### config.mk
export PLATFORM = sky130hd
export DESIGN_NAME = ssd_scan_ctrl
export DESIGN_NICKNAME = d
export VERILOG_FILES = /design/src/rtl/ssd_scan_ctrl.sv
export SDC_FILE = /design/constraint.sdc
export NUM_CORES = 1
export LEC_CHECK = 0
export ABC_AREA = 1
export BUFFER_PORTS_ARGS = -buffer_cell sky130_fd_sc_hd__clkbuf_2
export CORE_UTILIZATION = 55
export CTS_CLUSTER_DIAMETER = 40
export DETAILED_ROUTE_END_ITERATION = 12
export GPL_TIMING_DRIVEN = 0
export PLACE_DENSITY = 0.72
export SETUP_SLACK_MARGIN = 0.02
export SLEW_MARGIN = 20
export SYNTH_ARGS = -nofsm -noshare
export SYNTH_HDL_FRONTEND = slang
export SYNTH_SLANG_ARGS = --single-unit
### constraint.sdc
create_clock -name clk -period 2.8 [get_ports clk]
set_input_delay 0.42 -clock clk [delete_from_list [all_inputs] [get_ports clk]]
set_output_delay 0.42 -clock clk [all_outputs]
set_load 0.01 [all_outputs]
### src/rtl/ssd_scan_ctrl.sv
// ssd_scan_ctrl: multiplexes NUM_DIGITS hex digits onto one shared ssdec and a
// common-segment display. A shadow digit bank is loaded by the host and committed
// to the active bank only in IDLE or at a frame boundary, so a frame never tears.
// Each digit is preceded by BLANK_CYCLES of dead time with all commons off.
// Optional feature macro: SSD_LZ_BLANK_EN (leading-zero suppression).
module ssd_scan_ctrl #(
    parameter int unsigned NUM_DIGITS   = 4,
    parameter int unsigned DWELL_CYCLES = 1000,
    parameter int unsigned BLANK_CYCLES = 16
) (
    input  logic                    clk,
    input  logic                    n_rst,
    input  logic                    scan_en,
    input  logic                    wr_en,
    input  logic [4*NUM_DIGITS-1:0] wr_data,
    output logic                    wr_pending,
    output logic [3:0]              dec_in,
    output logic                    dec_enable,
    output logic [NUM_DIGITS-1:0]   digit_sel,
    output logic                    frame_done
);

    localparam int unsigned DATA_W     = 4 * NUM_DIGITS;
    localparam int unsigned MAX_CYCLES = (DWELL_CYCLES > BLANK_CYCLES) ? DWELL_CYCLES
                                                                       : BLANK_CYCLES;
    localparam int unsigned CNT_W      = $clog2(MAX_CYCLES + 1);
    localparam int unsigned IDX_W      = $clog2(NUM_DIGITS);

    localparam logic [CNT_W-1:0] DWELL_LAST = CNT_W'(DWELL_CYCLES - 1);
    // BLANK_LAST is never compared when BLANK_CYCLES is 0 (BLANK is unreachable).
    localparam logic [CNT_W-1:0] BLANK_LAST = (BLANK_CYCLES > 0) ? CNT_W'(BLANK_CYCLES - 1)
                                                                 : '0;
    localparam logic [IDX_W-1:0] IDX_LAST   = IDX_W'(NUM_DIGITS - 1);

    typedef enum logic [1:0] {
        StIdle  = 2'd0,
        StBlank = 2'd1,
        StShow  = 2'd2
    } state_e;

    // State entered before every digit: dead time if configured, else straight to SHOW.
    localparam state_e GAP_STATE = (BLANK_CYCLES > 0) ? StBlank : StShow;

    state_e              state_q, state_d;
    logic [IDX_W-1:0]    idx_q, idx_d;
    logic [CNT_W-1:0]    cnt_q, cnt_d;
    logic [DATA_W-1:0]   active_q, active_d;
    logic [DATA_W-1:0]   shadow_q, shadow_d;
    logic                pending_q, pending_d;
    logic [3:0]          dec_in_q, dec_in_d;
    logic                dec_en_q, dec_en_d;
    logic [NUM_DIGITS-1:0] sel_q, sel_d;
    logic                frame_done_q, frame_done_d;

    logic                frame_end;
    logic                commit;
    logic [3:0]          nibble;

`ifdef SSD_LZ_BLANK_EN
    logic [NUM_DIGITS-1:0] zero_from;  // bit i: nibble i and all higher nibbles are 0
    logic                  zero_run;
`endif

    // Scan sequencer: next state, digit index and cycle counter.
    always_comb begin
        state_d   = state_q;
        idx_d     = idx_q;
        cnt_d     = cnt_q;
        frame_end = 1'b0;
        if (!scan_en) begin
            // Abort from any state; a partial frame never reports frame_done.
            state_d = StIdle;
            idx_d   = '0;
            cnt_d   = '0;
        end else begin
            case (state_q)
                StIdle: begin
                    state_d = GAP_STATE;
                    idx_d   = '0;
                    cnt_d   = '0;
                end
                StBlank: begin
                    if (cnt_q == BLANK_LAST) begin
                        state_d = StShow;
                        cnt_d   = '0;
                    end else begin
                        cnt_d = cnt_q + 1'b1;
                    end
                end
                StShow: begin
                    if (cnt_q == DWELL_LAST) begin
                        state_d = GAP_STATE;
                        cnt_d   = '0;
                        if (idx_q == IDX_LAST) begin
                            idx_d     = '0;
                            frame_end = 1'b1;
                        end else begin
                            idx_d = idx_q + 1'b1;
                        end
                    end else begin
                        cnt_d = cnt_q + 1'b1;
                    end
                end
                default: begin
                    state_d = StIdle;
                    idx_d   = '0;
                    cnt_d   = '0;
                end
            endcase
        end
    end

    // Digit banks: commits take the pre-write shadow, so a write landing on a
    // commit cycle stays pending for the next boundary.
    always_comb begin
        active_d  = active_q;
        shadow_d  = shadow_q;
        pending_d = pending_q;
        commit    = pending_q && ((state_q == StIdle) || frame_end);
        if (commit) begin
            active_d  = shadow_q;
            pending_d = 1'b0;
        end
        if (wr_en) begin
            shadow_d  = wr_data;
            pending_d = 1'b1;
        end
    end

    // Nibble of the digit that will be current in the next cycle.
    always_comb begin
        nibble = 4'h0;
        for (int i = 0; i < int'(NUM_DIGITS); i++) begin
            if (idx_d == IDX_W'(i)) begin
                nibble = active_d[4*i +: 4];
            end
        end
    end

`ifdef SSD_LZ_BLANK_EN
    // Leading-zero map over the bank that will be active next cycle.
    always_comb begin
        zero_from = '0;
        zero_run  = 1'b1;
        for (int i = int'(NUM_DIGITS) - 1; i >= 0; i--) begin
            zero_run     = zero_run & (active_d[4*i +: 4] == 4'h0);
            zero_from[i] = zero_run;
        end
    end
`endif

    // Output decode from next-state values so every output is a plain register.
    always_comb begin
        sel_d        = '0;
        dec_en_d     = 1'b0;
        dec_in_d     = 4'h0;
        frame_done_d = frame_end;
        case (state_d)
            StBlank: begin
                dec_in_d = nibble;
            end
            StShow: begin
                sel_d    = NUM_DIGITS'(1) << idx_d;
                dec_in_d = nibble;
`ifdef SSD_LZ_BLANK_EN
                // Common stays selected so dwell timing is unchanged; digit 0 always shows.
                dec_en_d = !((idx_d != '0) && zero_from[idx_d]);
`else
                dec_en_d = 1'b1;
`endif
            end
            default: begin
                sel_d    = '0;
                dec_en_d = 1'b0;
                dec_in_d = 4'h0;
            end
        endcase
    end

    // State, banks and registered outputs; reset drops any pending write.
    always_ff @(posedge clk or negedge n_rst) begin
        if (!n_rst) begin
            state_q      <= StIdle;
            idx_q        <= '0;
            cnt_q        <= '0;
            active_q     <= '0;
            shadow_q     <= '0;
            pending_q    <= 1'b0;
            dec_in_q     <= 4'h0;
            dec_en_q     <= 1'b0;
            sel_q        <= '0;
            frame_done_q <= 1'b0;
        end else begin
            state_q      <= state_d;
            idx_q        <= idx_d;
            cnt_q        <= cnt_d;
            active_q     <= active_d;
            shadow_q     <= shadow_d;
            pending_q    <= pending_d;
            dec_in_q     <= dec_in_d;
            dec_en_q     <= dec_en_d;
            sel_q        <= sel_d;
            frame_done_q <= frame_done_d;
        end
    end

    assign wr_pending = pending_q;
    assign dec_in     = dec_in_q;
    assign dec_enable = dec_en_q;
    assign digit_sel  = sel_q;
    assign frame_done = frame_done_q;

endmodule

==> flow_summary.toml <==
[run_status]
status = "finished clean"

[global_route]
grt_pass1_vias = 1925
antenna_found_initial = 0
grt_max_degree = 30
grt_first_pass_wirelength_mm = 8.54
grt_overflow = 0
grt_use_total_pct = 21.9

[synth]
ys_ff_latch = 57
synth_top_area_share_pct = 53.3
yosysSeqAreaShare_pct = 53.3
avgSynthCellArea_sq_um = 8.60
syn_area_sq_um = 2670
synthTopCellsByArea = "dfrtp_1 (53%), nand2_1 (12%), inv_1 (6.9%)"
syn_nets = 338
synth_cell_types = 26
yosys_warnings = 0
synth_top_area_cell = "dfrtp_1"
synth_cells = 311

[clocking]
cts_hold_buf = 0
htree_levels = 3
cts-resized-gates = 0
cts_tree = "built"
clock_latency_ns = 0.33
clk_pin_slew_ns = 0.07
postCtsSetupBuffers = 0
numCtsBuffers = 9
cts.path.max_buffers = 2
cts_root_buffer = "clkbuf_8"
clock_sinks = 57

[layout]
drive_above_1_share_pct = 21.3
area_growth_pct = 17.5
nets = 380
final_util_pct = 67.0
insertedDiodeCount = 0

[timing]
finalClockSkew_ns = 0.00972
grt_setup_unrepaired = "false"
slew_headroom_pct = 68.1
period_needed_ns = 2.21
fmax_mhz = 452
slew_viol_final = 0
setup_viol = 0
hold_viol = 0
period_share_pct = 79.0
timing.final.ws_setup_ns = 0.587
fin_setup_tns_ns = 0
worst_pin_slew_ns = 0.479

[pwr]
finalPower_mw = 2.03
p_leak_nw = 1.74
peakVddDrop_mv = 0.456
powerDensity_nw_per_um2 = 647

[critical_path]
crit_start = "cnt_q[0]"
worstSetupEndpoint = "dec_in[1]"
arrival_ns = 2.47
crit_fanout = 5
reg2reg_to = "dec_in[1]"
start_kind = "flip-flop"
rrSetupSlack_ns = 0.59
end_kind = "flip-flop"
cp.required_ns = 3.06
crit_type = "flip-flop to flip-flop"
worstReg2RegStart = "cnt_q[0]"
reg2regPathDepth = 13

[placement]
gp_congestion = 0.827
io_buffer_count = 30
hpwlAfterDp_mm = 3.60
place_worst_setup_slack_ns = 0.591

[floorplanning]
io_pins = 31
fp.dieW_microns = 71.7
start_util_pct = 57.0
die_area_sq_um = 5140
num_rows = 25
core_sq_um = 4690
die_y_microns = 71.7

[route]
viasPerCell = 4.88
postRouteWirelength_mm = 4.91
first_pass_iters = 4
first_iter_violations = 94
antenna_left = 0
drc_errors = 0
wl_per_cell_microns = 11.9
dr_total_vias = 2004

[min_path]
hold_path_class = "input pin to async pin"

[run]
drv_cap = 0
==> synth_stat cells <==
| master | n |
|---|---|
| a21oi_1 | 3 |
| a221oi_1 | 1 |
| a31oi_1 | 1 |
| and2_1 | 2 |
| buf_2 | 1 |
| buf_6 | 2 |
| clkbuf_1 | 3 |
| dfrtp_1 | 57 |
| ha_1 | 7 |
| inv_1 | 49 |
| inv_2 | 1 |
| nand2_1 | 83 |
| nand2_2 | 13 |
| nand2_4 | 3 |
| nand3_1 | 24 |
| nand4_1 | 3 |
| nand4_4 | 1 |
| nor2_1 | 26 |
| nor2_2 | 1 |
| nor2_4 | 2 |
| nor3_1 | 7 |
| o21ai_0 | 8 |
| o21ai_1 | 3 |
| o21ai_2 | 7 |
| xnor2_1 | 1 |
| xor2_1 | 2 |
==> kinds of logic (layout without fill, tap and decap cells) <==
logic type | count (synthesis) | count (layout) | share of synthesized area (%)
compound gates | 23 | 23 | 5.47
xor+xnor | 3 | 3 | 0.983
fa+ha+maj | 7 | 7 | 3.28
buf+inv | 56 | 102 | 8.47
flops | 57 | 57 | 53.3
simple gates | 165 | 165 | 28.5
==> placed cells by master (no fill, tap or decap), drive strengths merged, types with 3 or more instances in the layout <==
| master | Yosys | layout |
|---|---|---|
| nand2 | 99 | 99 |
| dfrtp | 57 | 57 |
| inv | 50 | 50 |
| clkbuf | 3 | 46 |
| nor2 | 29 | 29 |
| nand3 | 24 | 24 |
| o21ai | 18 | 18 |
| nor3 | 7 | 7 |
| ha | 7 | 7 |
| nand4 | 4 | 4 |
| buf | 3 | 4 |
| a21oi | 3 | 3 |
==> power by group <==
| part | switching [mW] | internal [mW] |
|---|---|---|
| clock network | 0.307 | 0.570 |
| registers | 0.0284 | 0.895 |
| logic | 0.144 | 0.0882 |
==> through the flow <==
step / hold WS, ns / instance area [sq um] / std cells
after floorplan: 0.124 / 2670 / 311
after global placement: 0.459 / 2890 / 395
after detailed placement: 0.403 / 2910 / 396
after CTS: 0.0486 / 3140 / 411
after global routing: 0.0739 / 3140 / 411
final: 0.0435 / 3140 / 411
==> worst min path at each step <==
stage                start     endpoint  slack [ns]
2_1_floorplan        n_rst  active_q[0]        0.12
3_3_place_gp   active_q[6]  active_q[6]        0.46
3_5_place_dp         n_rst     cnt_q[7]        0.40
4_1_cts              n_rst     cnt_q[7]        0.05
5_1_grt              n_rst     cnt_q[7]        0.07
6_report             n_rst     cnt_q[7]        0.04
==> routing by layer <==
layer / global-route usage, % / wire, microns
met1: 28.0 / 2390
met2: 36.0 / 2310
met3: 6.33 / 167
met4: 7.19 / 50
met5: 0 / 0
==> layout make-up <==
cell class,count,area (sq um)
repair buffers,31,173
clock inverters,2,60.1
multi-input cells,198,1020
well taps,54,67.6
inverters,50,188
plain buffers,6,38.8
clock buffers,13,169
flip-flops and latches,57,1430
fillers,386,1550
==> sequential cells by signal, indices dropped and copies added, names as in the netlist <==
register / flops
cnt_q: 10
dec_in: 4
dec_enable: 1
idx_q: 2
shadow_q: 16
wr_pending: 1
digit_sel: 4
state_q: 2
active_q: 16
frame_done: 1
==> worst max-delay path, stage by stage (launching register included) <==
cell and delay [ns]:
dfrtp_1 0.42, ha_1 0.23, nand2_2 0.12, inv_1 0.09
nand2_1 0.10, nor2_1 0.06, a31oi_1 0.20, o21ai_0 0.12
nand3_1 0.08, nand3_1 0.10, ha_1 0.34, inv_1 0.10
nand3_1 0.08, nor2_1 0.11
Note: power is estimated with default switching activity, not from simulation.
